==> config.mk <==
export PLATFORM = sky130hd
export DESIGN_NAME = round_robin_arbiter_flat
export DESIGN_NICKNAME = d
export VERILOG_FILES = /design/src/rtl/round_robin_arbiter_if.sv /design/src/rtl/round_robin_arbiter.sv /design/src/flat_wrapper.sv
export SDC_FILE = /design/constraint.sdc
export NUM_CORES = 1
export LEC_CHECK = 0
export CAP_MARGIN = 20
export CORE_MARGIN = 3
export CORE_UTILIZATION = 48
export DETAILED_ROUTE_END_ITERATION = 8
export PLACE_DENSITY_LB_ADDON = 0.1
export SLEW_MARGIN = 20
export SYNTH_ARGS = -nofsm -noshare
export SYNTH_HDL_FRONTEND = slang
export SYNTH_SLANG_ARGS = --single-unit
==> constraint.sdc <==
create_clock -name clk_i -period 2.6 [get_ports clk_i]
set_input_delay 0.52 -clock clk_i [delete_from_list [all_inputs] [get_ports clk_i]]
set_output_delay 0.52 -clock clk_i [all_outputs]
set_load 0.01 [all_outputs]
==> src/rtl/round_robin_arbiter_if.sv <==
// Request/grant bundle between requester front-ends and the arbiter.
// master: requester side (drives req_i); slave: arbiter side (drives grants).
interface round_robin_arbiter_if #(
    parameter int REQ_NUM = 4,
    parameter int IDX_W   = $clog2(REQ_NUM)
);
    logic [REQ_NUM-1:0] req_i;
    logic [REQ_NUM-1:0] gnt_o;
    logic               gnt_val_o;
    logic [IDX_W-1:0]   gnt_idx_o;

    modport master (
        output req_i,
        input  gnt_o,
        input  gnt_val_o,
        input  gnt_idx_o
    );

    modport slave (
        input  req_i,
        output gnt_o,
        output gnt_val_o,
        output gnt_idx_o
    );
endinterface

==> src/rtl/round_robin_arbiter.sv <==
// Round-robin arbiter with bounded tenure and registered one-hot grant.
// Ports: clk_i, rst_n_i (async active-low), bus (slave: req_i in, gnt_o/gnt_val_o/gnt_idx_o out).
module round_robin_arbiter #(
    parameter int REQ_NUM  = 4,
    parameter int MAX_HOLD = 8,
    parameter int IDX_W    = $clog2(REQ_NUM)
) (
    input  logic                        clk_i,
    input  logic                        rst_n_i,
    round_robin_arbiter_if.slave        bus
);
    localparam int CNT_W = $clog2(MAX_HOLD + 1);

    typedef enum logic {
        IDLE,
        GRANT
    } state_e;

    state_e             state_q, state_d;
    logic [IDX_W-1:0]   ptr_q, ptr_d;
    logic [CNT_W-1:0]   cnt_q, cnt_d;
    logic [REQ_NUM-1:0] gnt_q, gnt_d;
    logic               val_q, val_d;
    logic [IDX_W-1:0]   idx_q, idx_d;

    logic [IDX_W-1:0]   ptr_nxt;
    logic [IDX_W-1:0]   arb_base;
    logic [IDX_W:0]     win;
    logic               win_vld;
    logic [IDX_W-1:0]   win_idx;
    logic               tenure_end;

    // Rotated priority encode: first set bit scanning base, base+1, ... with wrap.
    function automatic logic [IDX_W:0] pick(
        input logic [REQ_NUM-1:0] req,
        input logic [IDX_W-1:0]   base
    );
        logic             found;
        logic [IDX_W-1:0] idx;
        int               j;
        found = 1'b0;
        idx   = '0;
        for (int i = 0; i < REQ_NUM; i++) begin
            j = int'(base) + i;
            if (j >= REQ_NUM) j = j - REQ_NUM;
            if (!found && req[j]) begin
                found = 1'b1;
                idx   = IDX_W'(j);
            end
        end
        return {found, idx};
    endfunction

    always_comb begin
        if (idx_q == IDX_W'(REQ_NUM - 1)) ptr_nxt = '0;
        else                              ptr_nxt = idx_q + IDX_W'(1);
    end

    // In GRANT the arbitration only matters at tenure end, where the
    // pointer has already moved past the current owner.
    assign arb_base = (state_q == GRANT) ? ptr_nxt : ptr_q;
    assign win      = pick(bus.req_i, arb_base);
    assign win_vld  = win[IDX_W];
    assign win_idx  = win[IDX_W-1:0];

    assign tenure_end = !bus.req_i[idx_q] ||
                        (cnt_q == CNT_W'(MAX_HOLD - 1));

    always_comb begin
        state_d = state_q;
        ptr_d   = ptr_q;
        cnt_d   = cnt_q;
        gnt_d   = gnt_q;
        val_d   = val_q;
        idx_d   = idx_q;
        unique case (state_q)
            IDLE: begin
                if (win_vld) begin
                    gnt_d   = REQ_NUM'(1) << win_idx;
                    val_d   = 1'b1;
                    idx_d   = win_idx;
                    cnt_d   = '0;
                    state_d = GRANT;
                end
            end
            GRANT: begin
                if (!tenure_end) begin
                    cnt_d = cnt_q + CNT_W'(1);
                end else begin
                    ptr_d = ptr_nxt;
                    if (win_vld) begin
                        gnt_d = REQ_NUM'(1) << win_idx;
                        val_d = 1'b1;
                        idx_d = win_idx;
                        cnt_d = '0;
                    end else begin
                        gnt_d   = '0;
                        val_d   = 1'b0;
                        state_d = IDLE;
                    end
                end
            end
            default: state_d = IDLE;
        endcase
    end

    always_ff @(posedge clk_i or negedge rst_n_i) begin
        if (!rst_n_i) begin
            state_q <= IDLE;
            ptr_q   <= '0;
            cnt_q   <= '0;
            gnt_q   <= '0;
            val_q   <= 1'b0;
            idx_q   <= '0;
        end else begin
            state_q <= state_d;
            ptr_q   <= ptr_d;
            cnt_q   <= cnt_d;
            gnt_q   <= gnt_d;
            val_q   <= val_d;
            idx_q   <= idx_d;
        end
    end

    assign bus.gnt_o     = gnt_q;
    assign bus.gnt_val_o = val_q;
    assign bus.gnt_idx_o = idx_q;

endmodule

==> src/flat_wrapper.sv <==
// flat-port wrapper written by rule: the top's interface ports become plain ports
module round_robin_arbiter_flat 
#(
    parameter int REQ_NUM  = 4,
    parameter int MAX_HOLD = 8,
    parameter int IDX_W    = $clog2(REQ_NUM)
)
  (clk_i, rst_n_i, bus_req_i, bus_gnt_o, bus_gnt_val_o, bus_gnt_idx_o);
  round_robin_arbiter_if #(.REQ_NUM(REQ_NUM), .IDX_W(IDX_W)) bus_i ();
  input  logic clk_i;
  input  logic rst_n_i;
  input wire logic [$bits(bus_i.req_i)-1:0] bus_req_i;
  output wire logic [$bits(bus_i.gnt_o)-1:0] bus_gnt_o;
  output wire logic [$bits(bus_i.gnt_val_o)-1:0] bus_gnt_val_o;
  output wire logic [$bits(bus_i.gnt_idx_o)-1:0] bus_gnt_idx_o;
  assign bus_i.req_i = bus_req_i;
  assign bus_gnt_o = bus_i.gnt_o;
  assign bus_gnt_val_o = bus_i.gnt_val_o;
  assign bus_gnt_idx_o = bus_i.gnt_idx_o;
  round_robin_arbiter #(.REQ_NUM(REQ_NUM), .MAX_HOLD(MAX_HOLD), .IDX_W(IDX_W)) u_core (.clk_i(clk_i), .rst_n_i(rst_n_i), .bus(bus_i));
endmodule
Word-level counts from Yosys, hierarchy flattened
Cells that the tools add are included.

$add $sub $neg: 9. Order comparisons: 9. Eq/ne operators: 4. Shift-type cells: 1. Multiplexer cells: 44. Bitwise logic cells: 1. Reduce and logical (&&, ||, !) cells: 10.

Operators with widths (count): $lt 32x4->1 const B (4); $mux 32 (4); $ge 32x4->1 const B (3); $sub 32x4->32 const B (3); $mux 4 (5); $mux 1 (17); $mux 2 (8); $pmux 4 s2 (2); $bmux 1 s2 (5); $add 2x2->3 const B (2); $add 4x1->4 const B (1); $eq 4x3->1 const B (1); $logic_not 1->1 (4); $pmux 1 s2 (2); $pmux 2 s2 (1); $reduce_and 2->1 (2); $shl 1x2->4 const A (1); $sub 2x3->4 const B (1); $add 2x1->3 const B (1); $ge 2x3->1 const B (1); $logic_and 1x1->1 (3); $lt 2x3->1 const B (1); $add 2x1->2 const B (1); $eq 2x2->1 const B (1); 4 further kinds (4).

Flip-flop bits (word level): 14. Output and inout bits: 7. Word-level logic and storage cells: 84.

Depth between registers and ports, before layout
Gate-level depths: netlist of run 1.

Depth after elaboration: 22. Gate-level depth with buffers: 6.

Least setup slack after synthesis of run 1
Ideal clock, no wire load.

Path type: input-to-reg. From: in bus_req_i[2]. To: reg u_core.idx_q[1] (netlist: u_core.bus.gnt_idx_o[1]). Setup time: 0.125 ns. Arrival time: 1.697 ns. Data required time: 2.475 ns. Setup slack: 0.778 ns. Stages on the path: 4. Buffers on the path: 1. Path through: buf_6 mux4_2 a31oi_4 mux2_4.

Longest elaborated chain between the ends: 16. Elaborated cells on any way between the ends: 34.

RTL lines: start: declaration (RTL line flat_wrapper.sv:12) `input wire logic [$bits(bus_i.req_i)-1:0] bus_req_i;`; $bmux 1 s2 (RTL line round_robin_arbiter.sv:46) `if (!found && req[j]) begin`; $mux 1 (not written as such) (2 in a row) (RTL line round_robin_arbiter.sv:46); $mux 1 (RTL line round_robin_arbiter.sv:46); $logic_not 1->1 (RTL line round_robin_arbiter.sv:46); $logic_and 1x1->1 (RTL line round_robin_arbiter.sv:46); $mux 1 (RTL line round_robin_arbiter.sv:46); $logic_not 1->1 (RTL line round_robin_arbiter.sv:46); $logic_and 1x1->1 (RTL line round_robin_arbiter.sv:46); $mux 1 (RTL line round_robin_arbiter.sv:46); $logic_not 1->1 (RTL line round_robin_arbiter.sv:46); $logic_and 1x1->1 (RTL line round_robin_arbiter.sv:46); $mux 2 or $mux 1 (tied branches) (RTL line round_robin_arbiter.sv:46); $mux 2 (RTL line round_robin_arbiter.sv:78, round_robin_arbiter.sv:91); $mux 2 (RTL line round_robin_arbiter.sv:87) `if (!tenure_end) begin`; $pmux 2 s2 (RTL line round_robin_arbiter.sv:76) `unique case (state_q)`; end signal: assignment (RTL line round_robin_arbiter.sv:121) `idx_q <= idx_d;`; end: declaration (RTL line round_robin_arbiter.sv:24) `logic [IDX_W-1:0] idx_q, idx_d;`.

Several ways; a longest one is shown, not always the timed one. The select of a mux whose other input is x is not followed. A chain may end at the register's enable or synchronous reset.

Worst setup path after layout of run 1
Ends and elaborated chain as after synthesis.

==> qor.yml, run 1 <==
status:
  status: "completed"
detailed_routing:
  vias: 883
  wl_per_cell_um: 16.7
  drt_first_pass_iters: 4
  antenna_left: 0
  wl_um: 2280
  drcViolationCount: 0
  drtIter0Drc: 27
  vias_per_cell: 6.49
timing:
  fmax_mhz: 493
  layout_setup_ws_ns: 0.570
  tightestPinTransition_ns: 0.609
  finalCriticalPeriod_ns: 2.03
  report.final.setup_viol: 0
  max-slew-margin-rel_pct: 59.3
  setup_tns_ns: 0
  slew_viol_final: 0
  hold_viol: 0
  skew_ns: 0.00519
  rsz0062_at_grt: "no"
  finalCritPeriodShare_pct: 78.1
critical_path:
  cp.required_ns: 2.77
  crit_slowest_cell: "mux4_2"
  crit_type: "primary input to flop"
  cp_max_fo: 7
  arrival_ns: 2.20
  crit_path_end_kind: "flop"
  crit_chain: "clkdlybuf4s50_1, mux4_2, a31oi_4, mux2_4"
  cpPeakStageDelay_ns: 0.57
  cp-start-kind: "primary input"
cells_and_area:
  diodes: 0
  fin_area_um2: 1160
  final_nets: 120
  fin_cells: 136
  fin_util_pct: 63.2
  area_growth_pct: 17.6
  drive_above_1_share_pct: 18.9
synth:
  yosysSeqAreaShare_pct: 35.4
  syn_area_um2: 988
  netlist-cell-type-count: 39
  synthCells: 96
  yosysWarnings: 0
  syn_avg_cell_area_um2: 10.3
  ys_ff_latch: 14
  syn-num-nets: 104
place:
  io_buffers: 12
  dpl_cell_area_um2: 1130
  placed_cells: 132
  dp_hpwl_um: 1730
  routabilityCongestion: 0.933
  dp_slack_ns: 0.280
floorplan:
  initial_utilization_pct: 53.7
  io_pins: 13
  core.rowCount: 15
  fp.coreArea_um2: 1840
  chipWidth_um: 51.4
  dieArea_um2: 2640
  die_h_um: 51.4
pwr:
  ir_drop_mv: 0.770
  p_per_area_nw_per_um2: 1090
  p_leak_nw: 0.486
global_routing:
  track_usage_pct: 20.3
  antenna_found_initial: 0
  grt_overflow: 0
  grt_pass1_wl_um: 4110
  grt_pass1_vias: 838
  grt_max_degree: 15
cts:
  cts_tree: "built"
  clkSinkCount: 14
  cts_max_level: 1
  clkSlewWorstSetupHoldPaths_ns: 0.08
  clock_latency_ns: 0.28
  hold_buffers: 0
  ctsResizeCount: 0
  cts_buffers: 3
  post_cts_buffers: 0
  cts_buffer_depth: 2
  cts-root-buf: "clkbuf_4"
run:
  maxCapViolCount: 0
min_path:
  hold_class: "flop to flop"
==> power by group <==
part / internal (W) / total (W) / switching, W
clock: 0.0000851 / 0.000158 / 0.0000730
combinational: 0.000351 / 0.000720 / 0.000368
sequential: 0.000303 / 0.000392 / 0.0000885
==> per-layer routing <==
layer,GRT usage (%),part of all wire [%]
met5,0,0
met2,32.6,46
met1,27.6,46
met3,3.79,6.3
met4,6.11,1.1
==> path summary, 6_finish.rpt <==
check                                        start                 endpoint  slack [ns]  cells after the start
hold reg to reg               u_core.bus.gnt_val_o     u_core.bus.gnt_val_o        0.51                      2
min in group asynchronous                  rst_n_i          u_core.cnt_q[3]        0.62                      1
hold / removal                u_core.bus.gnt_val_o     u_core.bus.gnt_val_o        0.51                      2
max in group asynchronous                  rst_n_i     u_core.bus.gnt_val_o        1.59                      1
setup / recovery                      bus_req_i[2]  u_core.bus.gnt_idx_o[1]        0.57                      4
setup reg to reg           u_core.bus.gnt_idx_o[0]  u_core.bus.gnt_idx_o[1]        0.58                      5
==> state kept, by name, summed over array words and instances (netlist names) <==
register	count
u_core.bus.gnt_idx_o	2
u_core.ptr_q	2
u_core.state_q	1
u_core.cnt_q	4
u_core.bus.gnt_o	4
u_core.bus.gnt_val_o	1
==> kinds of logic after synthesis <==
family / count (synthesis) / share of synthesized area, %
AOI/OAI and AO/OA: 24 / 20.0
adders and majority gates: 2 / 2.53
buffers and inverters: 10 / 6.33
DFF: 14 / 35.4
muxes: 9 / 11.8
and+or+nand+nor: 37 / 23.9
==> metrics by stage <==
step	hold slack [ns]	power [W]
floorplan	0.224	0.000882
global placement	0.488	0.00109
detailed placement	0.499	0.00110
CTS	0.520	0.00126
global route	0.555	0.00137
finish	0.513	0.00127
==> cells in the mapped netlist <==
master | instances | area share [%]
nand4b_1 | 1 | 0.89
a2bb2oi_2 | 1 | 1.5
a211oi_1 | 2 | 1.5
mux4_2 | 1 | 2.3
dfrtp_1 | 14 | 35
and3_1 | 1 | 0.63
inv_1 | 5 | 1.9
o31ai_2 | 1 | 1.3
nor3_2 | 1 | 1.0
nand2_1 | 5 | 1.9
and2_1 | 1 | 0.63
a31oi_4 | 1 | 2.2
and4_1 | 2 | 1.8
nor4_4 | 1 | 2.2
buf_6 | 3 | 3.4
nand3_2 | 1 | 1.0
mux2i_1 | 3 | 3.0
or2_1 | 1 | 0.63
buf_2 | 2 | 1.0
nor4_1 | 4 | 2.5
mux2_4 | 2 | 3.0
a211o_1 | 1 | 0.89
a22o_1 | 1 | 0.89
o21ai_0 | 5 | 2.5
mux2_2 | 3 | 3.4
nand2b_1 | 6 | 3.8
o31ai_1 | 2 | 1.5
nand3b_1 | 1 | 0.76
o32ai_1 | 2 | 1.8
nand2_4 | 1 | 1.1
a21oi_1 | 1 | 0.51
nor2_1 | 4 | 1.5
a2111oi_0 | 1 | 0.89
o311ai_0 | 1 | 0.89
a311oi_1 | 1 | 0.89
o2111ai_1 | 1 | 0.89
nand3_1 | 7 | 3.5
a31oi_1 | 3 | 1.9
ha_1 | 2 | 2.5
==> critical path: cells and delay by family <==
kind | cells | cell delay [ns]
AO/OA/AOI/OAI | 1 | 0.28
buffers and inverters | 1 | 0.50
multiplexers | 2 | 0.89
==> placed cells by master (no fill, tap or decap), types with 2 or more instances in the layout <==
cell             count
clkdlybuf4s50_1     12
o21ai_0              5
nand3_1              7
o32ai_1              2
nand2_1              5
ha_1                 2
buf_4                4
dfrtp_1             14
and4_1               2
a211oi_1             2
nor4_1               4
a31oi_1              3
clkbuf_4             3
nand2b_1             6
mux2_4               2
mux2_2               3
inv_1                5
mux2i_1              3
o31ai_1              2
nor2_1               4
==> area by class of cell <==
class                           count  area (um^2)
Timing Repair Buffer               16          150
Sequential cell                    14          350
Tap cell                           25         31.3
Clock buffer                        4         36.3
Inverter                            5         18.8
Fill cell                         173          677
Multi-Input combinational cell     72          576
Note: power is estimated with default switching activity, not from simulation.
==> inputs of run 2 (changes only) <==
- clock period: 2.6 -> 2 ns (I/O delays scaled with it)
==> run 2 against run 1 <==
  * Non-clock buffer count up 10
  * Clock power up 28%
  * Clock skew barely moved
  * Count of clock-buffer cells in the layout unchanged
  * Register-to-register slack worse by 0.43 ns
  * Critical path type is now flop to flop
  * Flip-flop and latch count stayed put
  * Setup slack got worse by 0.42 ns
  * Routed wire length is 3.6% lower
  * Final cell count is 7.4% higher
  * Hold slack worse by 0.022 ns
  * Critical path depth grew 1
==> qor.yml, run 2 (synthesis gave the netlist of run 1 again) <==
cts:
  cts_buffers: 3  # unchanged
  cts-root-buf: "clkbuf_4"  # unchanged
  clkSinkCount: 14  # unchanged
  hold_buffers: 0  # unchanged
  clock_latency_ns: 0.28  # about the same
  cts_buffer_depth: 2  # unchanged
  clkSlewWorstSetupHoldPaths_ns: 0.08  # about the same
  cts_tree: "built"  # unchanged
  post_cts_buffers: 0  # unchanged
  cts_max_level: 1  # unchanged
detailed_routing:
  drt_first_pass_iters: 4  # unchanged
  wl_per_cell_um: 15.0  # was 16.7 um
  wl_um: 2200  # was 2280 um
  drcViolationCount: 0  # unchanged
  vias: 857  # was 883
  vias_per_cell: 5.87  # was 6.49
  antenna_left: 0  # unchanged
  drtIter0Drc: 17  # was 27
global_routing:
  antenna_found_initial: 0  # unchanged
  grt_pass1_vias: 809  # was 838
  grt_overflow: 0  # unchanged
  track_usage_pct: 18.9  # was 20.3%
  grt_pass1_wl_um: 3790  # was 4110 um
  grt_max_degree: 15  # unchanged
timing:
  slew_viol_final: 0  # unchanged
  hold_slack_ns: 0.490  # was 0.513 ns
  layout_setup_ws_ns: 0.151  # was 0.570 ns
  rsz0062_at_grt: "no"  # unchanged
  finalCriticalPeriod_ns: 1.85
  tightestPinTransition_ns: 0.598  # was 0.609 ns
  report.final.setup_viol: 0  # unchanged
  setup_tns_ns: 0  # unchanged
  hold_viol: 0  # unchanged
  finalCritPeriodShare_pct: 92.4
  skew_ns: 0.00496  # was 0.00519 ns
  max-slew-margin-rel_pct: 60.0  # was 59.3%
  fmax_mhz: 541
floorplan:
  io_pins: 13  # unchanged
  initial_utilization_pct: 53.7  # unchanged
  chipWidth_um: 51.4  # unchanged
  dieArea_um2: 2640  # unchanged
  fp.coreArea_um2: 1840  # unchanged
  core.rowCount: 15  # unchanged
  die_h_um: 51.4  # unchanged
pwr:
  p_per_area_nw_per_um2: 1420  # was 1090 nW/um^2
  p_sw_w: 0.000690  # was 0.000530 W
  comb_power_share_pct: 61.3  # was 56.7%
  ir_drop_mv: 0.852  # was 0.770 mV
  p_seq_share_pct: 27.2  # was 30.8%
  p_clk_share_pct: 11.5  # was 12.5%
  p_leak_nw: 0.536  # was 0.486 nW
  switching_share_pct: 39.3  # was 41.7%
  intPower_w: 0.00106  # was 0.000740 W
run:
  maxCapViolCount: 0  # unchanged
critical_path:
  arrival_ns: 1.99  # was 2.20 ns
  crit_buf_inv: 0  # was 1
  path_depth: 5  # was 4
  cp.required_ns: 2.14  # was 2.77 ns
  cp-start-kind: "flop"  # was primary input
  cpPeakStageDelay_ns: 0.40  # was 0.57 ns
  crit_slowest_cell: "dfrtp_1"  # was mux4_2
  crit_chain: "ha_1, mux2_4, and3_1, o311ai_1, o21ai_0"  # was clkdlybuf4s50_1, mux4_2, a31oi_4, mux2_4
  crit_type: "flop to flop"  # was primary input to flop
  cp_max_fo: 3  # was 7
  cpLargestDelayFamily: "compound AO/OA/AOI/OAI gates"  # was multiplexers
  crit_path_end_kind: "flop"  # unchanged
  rr_worst_depth: 5  # unchanged
place:
  dp_slack_ns: -0.0870  # was 0.280 ns
  dp_hpwl_um: 1790  # was 1730 um
  io_buffers: 12  # unchanged
  routabilityCongestion: 0.936  # was 0.933
  placed_cells: 142  # was 132
cells_and_area:
  fin_util_pct: 67.3  # was 63.2%
  nFillCells: 166  # was 173
  final_nets: 130  # was 120
  drive_above_1_share_pct: 25.6  # was 18.9%
  most-common-layout-cells: "buf_4, dfrtp_1, clkdlybuf4s50_1"  # was dfrtp_1, clkdlybuf4s50_1, nand3_1
  area_growth_pct: 25.2  # was 17.6%
  diodes: 0  # unchanged
  fin_cells: 146  # was 136
min_path:
  hold_class: "primary input to async pin"  # was flop to flop
status:
  status: "completed"  # unchanged
[run 2: cell type report]
cell class / instances / area (um^2) / share of cell area (%)
clock buffers: 4 / 36.3 / 2.93
inverters: 5 / 18.8 / 1.52
multi-input cells: 72 / 576 / 46.5
flip-flops and latches: 14 / 350 / 28.3
well taps: 25 / 31.3 / 2.53
repair buffers: 26 / 225 / 18.2
[run 2: final timing paths]
path / startpoint / end / slack [ns]
setup / recovery: u_core.bus.gnt_idx_o[0] / u_core.bus.gnt_o[2] / 0.15
hold / removal: rst_n_i / u_core.state_q / 0.49
setup reg to reg: u_core.bus.gnt_idx_o[0] / u_core.bus.gnt_o[2] / 0.15
hold reg to reg: u_core.bus.gnt_val_o / u_core.bus.gnt_val_o / 0.51
max in group asynchronous: rst_n_i / u_core.bus.gnt_idx_o[0] / 1.12
min in group clk_i: u_core.bus.gnt_val_o / u_core.bus.gnt_val_o / 0.51
[run 2: metrics by stage]
step / area (um^2) / power (W)
after global placement: 1200 / 0.00153
after floorplan: 988 / 0.00115
final: 1240 / 0.00175
after global routing: 1240 / 0.00190
after CTS: 1240 / 0.00176
after detailed placement: 1200 / 0.00156
[run 2: worst register-to-register path, delay by kind of cell, from the launching register on]
kind                     cells  cell delay, ns
multiplexers                 1            0.27
AO/OA/AOI/OAI                2            0.54
AND/OR/NAND/NOR              1            0.18
adder cells (fa/ha/maj)      1            0.32
flip-flops                   1            0.40
[run 2: power groups by stage]
stage	clock network [W]	registers (W)	logic [W]
finish	0.000202	0.000478	0.00107
CTS	0.000207	0.000477	0.00108
floorplan	0	0.000511	0.000636
global route	0.000222	0.000490	0.00118
global placement	0	0.000478	0.00106
detailed placement	0	0.000481	0.00107
[run 2: per-layer routing]
| layer | share of wire [%] | GRT usage [%] |
|---|---|---|
| met5 | 0 | 0 |
| met4 | 0.87 | 3.93 |
| met3 | 4.3 | 3.50 |
| met2 | 47 | 31.8 |
| met1 | 48 | 25.1 |
[run 2: repair_timing]
item                                    in CTS  in global routing
endpoints found under the setup margin       1                  0
gates resized for setup                      1                  0
hold endpoints to repair                     0                  0
